--- src/rtl/poly_tx_pkg.sv ---
// Shared types and defaults for the Tx polyphase output commutator.
package poly_tx_pkg;

  localparam int unsigned NUM_BRANCH_DEF = 8;
  localparam int unsigned DATA_W_DEF     = 32;
  localparam int unsigned DROP_CNT_W     = 16;

  typedef logic signed [DATA_W_DEF-1:0] sample_t;
  typedef sample_t [NUM_BRANCH_DEF-1:0] frame_t;

  typedef enum logic [0:0] {
    IDLE,
    STREAM
  } state_e;

endpackage

--- src/rtl/poly_tx_frame_fifo.sv ---
// Synchronous whole-frame FIFO; head is read straight from the storage registers so a frame
// pushed at an edge is presentable in the very next cycle.
module poly_tx_frame_fifo #(
  parameter int unsigned Width = 256,
  parameter int unsigned Depth = 4
) (
  input  logic                     clk,
  input  logic                     rst,
  input  logic                     push,
  input  logic [Width-1:0]         wdata,
  input  logic                     pop,
  output logic [Width-1:0]         head,
  output logic                     full,
  output logic                     empty,
  output logic [$clog2(Depth):0]   count
);

  localparam int unsigned AddrW = $clog2(Depth);
  localparam int unsigned CntW  = AddrW + 1;

  logic [Width-1:0] mem_q [Depth];
  logic [AddrW-1:0] wr_ptr_q, rd_ptr_q;
  logic [CntW-1:0]  count_q;
  logic             push_ok, pop_ok;

  // A push into a full FIFO is accepted only when the same edge frees the head slot.
  assign push_ok = push & (~full | pop);
  assign pop_ok  = pop & ~empty;

  always_ff @(posedge clk or posedge rst) begin
    if (rst) begin
      mem_q    <= '{default: '0};
      wr_ptr_q <= '0;
      rd_ptr_q <= '0;
      count_q  <= '0;
    end else begin
      if (push_ok) begin
        mem_q[wr_ptr_q] <= wdata;
        wr_ptr_q        <= wr_ptr_q + AddrW'(1);
      end
      if (pop_ok) begin
        rd_ptr_q <= rd_ptr_q + AddrW'(1);
      end
      count_q <= count_q + CntW'(push_ok) - CntW'(pop_ok);
    end
  end

  assign head  = mem_q[rd_ptr_q];
  assign full  = (count_q == CntW'(Depth));
  assign empty = (count_q == '0);
  assign count = count_q;

endmodule

--- src/rtl/polyphase_tx_commutator.sv ---
// Tx polyphase output commutator: branch capture, frame FIFO, AXI-Stream serializer.
// Optional POLY_TX_DROP_CNT_EN adds a saturating drop_count output.
module polyphase_tx_commutator
  import poly_tx_pkg::*;
#(
  parameter int unsigned NUM_BRANCH = NUM_BRANCH_DEF,
  parameter int unsigned DATA_W     = DATA_W_DEF,
  parameter int unsigned FIFO_DEPTH = 4
) (
  input  logic                                   clk,
  input  logic                                   rst,
  input  logic signed [NUM_BRANCH-1:0][DATA_W-1:0] branch_data,
  input  logic [NUM_BRANCH-1:0]                  branch_tvalid,
  output logic signed [DATA_W-1:0]               m_axis_tdata,
  output logic                                   m_axis_tvalid,
  input  logic                                   m_axis_tready,
  output logic                                   m_axis_tlast,
  output logic                                   frame_full,
  output logic                                   overflow_err
`ifdef POLY_TX_DROP_CNT_EN
  ,
  output logic [DROP_CNT_W-1:0]                  drop_count
`endif
);

  localparam int unsigned IdxW = $clog2(NUM_BRANCH);
  localparam int unsigned CntW = $clog2(FIFO_DEPTH) + 1;
  localparam logic [IdxW-1:0] LastIdx = IdxW'(NUM_BRANCH - 1);

  logic [NUM_BRANCH-1:0]              flag_q, flag_d, drop_vec;
  logic [NUM_BRANCH-1:0][DATA_W-1:0]  hold_q, hold_d, head;
  logic                               push, pop, full, empty;
  logic [CntW-1:0]                    count;
  state_e                             state_q;
  logic [IdxW-1:0]                    idx_q;

  assign push = (&flag_q) & ~full;

  // A push frees every slot, so samples arriving in the push cycle seed the next frame.
  always_comb begin
    flag_d   = push ? '0 : flag_q;
    hold_d   = hold_q;
    drop_vec = '0;
    for (int i = 0; i < NUM_BRANCH; i++) begin
      if (branch_tvalid[i]) begin
        if (!flag_d[i]) begin
          hold_d[i] = branch_data[i];
          flag_d[i] = 1'b1;
        end else begin
          drop_vec[i] = 1'b1;
        end
      end
    end
  end

  always_ff @(posedge clk or posedge rst) begin
    if (rst) begin
      flag_q       <= '0;
      hold_q       <= '0;
      overflow_err <= 1'b0;
    end else begin
      flag_q       <= flag_d;
      hold_q       <= hold_d;
      overflow_err <= overflow_err | (|drop_vec);
    end
  end

  poly_tx_frame_fifo #(
    .Width (NUM_BRANCH * DATA_W),
    .Depth (FIFO_DEPTH)
  ) u_fifo (
    .clk   (clk),
    .rst   (rst),
    .push  (push),
    .wdata (hold_q),
    .pop   (pop),
    .head  (head),
    .full  (full),
    .empty (empty),
    .count (count)
  );

  assign pop = m_axis_tvalid & m_axis_tready & m_axis_tlast;

  // Leaving IDLE on the push edge itself gives first tvalid two cycles after the last branch.
  always_ff @(posedge clk or posedge rst) begin
    if (rst) begin
      state_q <= IDLE;
      idx_q   <= '0;
    end else begin
      case (state_q)
        IDLE: begin
          if (!empty || push) begin
            state_q <= STREAM;
            idx_q   <= '0;
          end
        end
        STREAM: begin
          if (m_axis_tready) begin
            if (idx_q == LastIdx) begin
              idx_q <= '0;
              if (count == CntW'(1) && !push) state_q <= IDLE;
            end else begin
              idx_q <= idx_q + IdxW'(1);
            end
          end
        end
        default: state_q <= IDLE;
      endcase
    end
  end

  assign m_axis_tvalid = (state_q == STREAM);
  assign m_axis_tlast  = (state_q == STREAM) && (idx_q == LastIdx);
  assign m_axis_tdata  = head[idx_q];
  assign frame_full    = full;

`ifdef POLY_TX_DROP_CNT_EN
  localparam int unsigned DropNumW = $clog2(NUM_BRANCH + 1);

  logic [DropNumW-1:0]   drop_num;
  logic [DROP_CNT_W:0]   drop_sum;

  always_comb begin
    drop_num = '0;
    for (int i = 0; i < NUM_BRANCH; i++) begin
      drop_num = drop_num + DropNumW'(drop_vec[i]);
    end
    drop_sum = {1'b0, drop_count} + (DROP_CNT_W + 1)'(drop_num);
  end

  always_ff @(posedge clk or posedge rst) begin
    if (rst) begin
      drop_count <= '0;
    end else begin
      drop_count <= drop_sum[DROP_CNT_W] ? '1 : drop_sum[DROP_CNT_W-1:0];
    end
  end
`endif

endmodule

--- config.mk ---
export PLATFORM = sky130hd
export DESIGN_NAME = polyphase_tx_commutator
export DESIGN_NICKNAME = d
export VERILOG_FILES = /design/src/rtl/poly_tx_pkg.sv /design/src/rtl/poly_tx_frame_fifo.sv /design/src/rtl/polyphase_tx_commutator.sv
export SDC_FILE = /design/constraint.sdc
export NUM_CORES = 2
export LEC_CHECK = 0
export CORE_UTILIZATION = 45
export DETAILED_ROUTE_END_ITERATION = 12
export GPL_TIMING_DRIVEN = 0
export SYNTH_ARGS = -nofsm -noshare
export SYNTH_HDL_FRONTEND = slang
export SYNTH_SLANG_ARGS = --single-unit
--- constraint.sdc ---
create_clock -name clk -period 93.5 [get_ports clk]
set_clock_uncertainty 0.2 [all_clocks]
set_input_delay 18.7 -clock clk [delete_from_list [all_inputs] [get_ports clk]]
set_output_delay 18.7 -clock clk [all_outputs]
set_load 0.005 [all_outputs]
==> flow_summary.toml <==
[sta]
fmax_mhz = 41.5
rsz0062_at_grt = "no"
period_share_pct = 25.8
hold_violations = 0
finalSetupViolCount = 0
relSlewSlack_pct = 22.0
worst_pin_slew_ns = 1.17
period_minus_slack_ns = 24.10
maxSlewViolCount = 0
setup_tns_ns = 0

[worst_setup_path]
crit_top_cell = "buf_2"
path_cells = "buf_2 > clkbuf_1 > buf_2 > buf_2 > mux2i_1 > nand2_1 > a31oi_1 > nand3_1 > clkdlybuf4s50_1"
path_class = "reg2out"
path_buf_inv = 5
crit_fanout = 10
end_kind = "output port"
worstPathArrival_ns = 5.20
startpoint_type = "flop"
worst_path_max_delay_cell = "clkbuf_1"
critPathTopFamily = "buffers and inverters"
worst_r2r_startpoint = "idx_q[1]"
critPathLaunch = "u_fifo.rd_ptr_q[1]"
crit_required_ns = 74.60
crit_path_max_incr_delay_ns = 0.77

[logic_synthesis]
ys_seq_area_share_pct = 52.9
synthCells = 3958
synth_area_leaders = "dfrtp_1 53%, mux2_4 20%, mux2_2 8.6%"
synth_top_family_by_area = "multiplexers"
synth_top_flop_cell = "dfrtp_1"
yosys_warnings = 0
synth_area_per_cell_um2 = 15.5
synth_xor_area_share_pct = 0.0712
synth.distinct_cells = 38
ys_seq_elements = 1300
synthSimpleGateAreaFrac_pct = 2.13
yosysTopAreaCell = "dfrtp_1"
synth_edf_count = 0
yosysMostFrequentCell = "dfrtp_1"
async_reset_ff_share_pct = 100
synth-compound-area-share_pct = 3.29
synth_fa_ha_area_share_pct = 0.195
synthTopCellsByCount = "1,300 x dfrtp_1, 800 x mux2_4, 513 x mux2i_1"
netlist_area_um2 = 61500
syn_nets = 4234
synth_top_area_share_pct = 52.9
muxShareOfSynthArea_pct = 36.7

[detailed_routing]
dr_total_vias = 34800
avgRoutedWirePerCell_um = 26.7
drtIter0Drc = 2489
avgViaCountPerCell = 5.50
dr.pass1.iters = 5
drc = 0
drt_wl_total_um = 169000
postRouteAntennaNets = 0

[clock_tree]
cts_resized = 0
cts.sinks = 1300
cts_hold_buf = 0
cts_tree = "built"
numCtsBuffers = 147
cts_setup_buffers = 0
root_buffer = "clkbuf_16"
htreeDepth = 4
clock_latency_ns = 0.78
clk_path_buf_depth = 3
clk_pin_slew_ns = 0.06

[pwr]
p_leak_nw = 31.5
power-per-cell-area_nw_per_um2 = 40.9
peakVddDrop_mv = 0.0182

[global_routing]
antenna_found_initial = 8
grt_start_max_net_pins = 131
grt.total_usage_pct = 24.9
grt_pass1_wl_um = 253000
grt_pass1_vias = 36800
overflow = 0

[placed_design]
placed_area_um2 = 67000
io_buffers = 302
gp_congestion = 0.847
place_hpwl_um = 119000

[floorplan]
die_h_um = 372
row_count = 135
die-area_um2 = 138000
io-pin-count = 303
die-width_um = 372
start_util_pct = 45.4
core_um2 = 135000

[worst_hold_path]
min_path_type = "reg2reg"
hold_start = "u_fifo.mem_q[25]"

[layout]
area_delta_synth_final_pct = 17.3
drive_above_1_share_pct = 38.2
design_area_um2 = 72100
nNetsFinal = 4696

[job]
maxCapViolations = 0

[status]
run_status = "completed"
stage by stage:
stage                     setup slack, ns  hold WS (ns)  util, %  std cells  power, W
after floorplan                     37.96         0.280        -       3958   0.00194
after global placement              22.13         0.288     49.3       6041   0.00233
after detailed placement            70.11         0.290     49.5       6052   0.00235
after CTS                           69.25         0.306     53.2       6323   0.00296
after global routing                69.36         0.315     53.2       6323   0.00309
final                               69.40         0.304     53.2       6328   0.00295
state kept, by name (all words and copies together), names as in the netlist:
name and count:
flag_q 8, m_axis_tvalid 1, u_fifo.rd_ptr_q 2, u_fifo.mem_q 1024
u_fifo.count 3, u_fifo.wr_ptr_q 2, overflow_err 1, hold_q 256
idx_q 3
area by class of cell:
class / count / area [um^2]
plain buffers: 267 / 2850
flip-flops and latches: 1300 / 32500
diodes: 5 / 12.5
well taps: 1781 / 2230
repair buffers: 313 / 3330
inverters: 8 / 42.5
fillers: 11400 / 63400
clock buffers: 220 / 4450
multi-input cells: 2383 / 26100
clock inverters: 51 / 592
metal layers:
metal	up-vias	global-route usage (%)	part of all wire (%)	wire, um
met5	-	0	0	0
met4	0	7.15	2.4	4120
met3	166	4.29	4.8	8070
met2	735	36.5	44	74200
met1	18600	37.4	49	82700
li1	15300	-	-	-
worst paths after layout:
kind / to / slack (ns) / cells past startpoint
setup / recovery: m_axis_tdata[7] / 69.40 / 9
hold / removal: u_fifo.mem_q[25] / 0.30 / 1
setup reg to reg: u_fifo.count[2] / 90.30 / 9
hold reg to reg: u_fifo.mem_q[25] / 0.30 / 1
max in group asynchronous: u_fifo.mem_q[338] / 72.83 / 5
min in group asynchronous: hold_q[244] / 18.19 / 2
power by group:
part | switching (W) | internal [W] | leakage, nW
sequential | 0.000223 | 0.000849 | 15.7
combinational | 0.000568 | 0.000711 | 13.2
clock | 0.000240 | 0.000358 | 2.50
total | 0.00103 | 0.00192 | 31.5
kinds of logic (layout without fill, tap and decap cells):
| group | count (synthesis) | count (layout) |
|---|---|---|
| buffers and inverters | 275 | 859 |
| adders and majority gates | 9 | 9 |
| AOI/OAI and AO/OA | 297 | 297 |
| xor gates and xnor gates | 5 | 5 |
| muxes | 1794 | 1794 |
| DFF | 1300 | 1300 |
| and+or+nand+nor | 278 | 278 |
| other | 0 | 5 |
worst register-to-register path: stages, from the launching register on:
cell and delay (ns):
dfrtp_1 0.53, ha_1 0.22, ha_1 0.18, nor3b_1 0.81, ha_1 0.23, inv_1 0.04
ha_1 0.19, fa_1 0.40, xnor2_1 0.17, xnor2_1 0.14
cell usage in the layout, fill, tap and decap left out, types with 8 or more instances in the layout:
master | synthesis | final
nand2b_1 | 10 | 10
bufinv_16 | 0 | 10
a22o_1 | 65 | 65
clkdlybuf4s50_1 | 0 | 302
buf_16 | 0 | 11
dfrtp_1 | 1300 | 1300
clkbuf_1 | 55 | 85
ha_1 | 8 | 8
mux2_2 | 467 | 467
a31oi_1 | 32 | 32
clkinv_2 | 0 | 30
a21oi_1 | 97 | 97
a22oi_1 | 97 | 97
buf_12 | 88 | 88
nand2_1 | 110 | 110
buf_2 | 65 | 65
mux2_4 | 800 | 800
clkbuf_16 | 0 | 153
mux2i_1 | 513 | 513
nor3_1 | 33 | 33
mux2_1 | 14 | 14
buf_1 | 12 | 12
nand3_1 | 102 | 102
clkbuf_8 | 0 | 37
buf_6 | 43 | 43
Note: power is estimated with default switching activity, not from simulation.
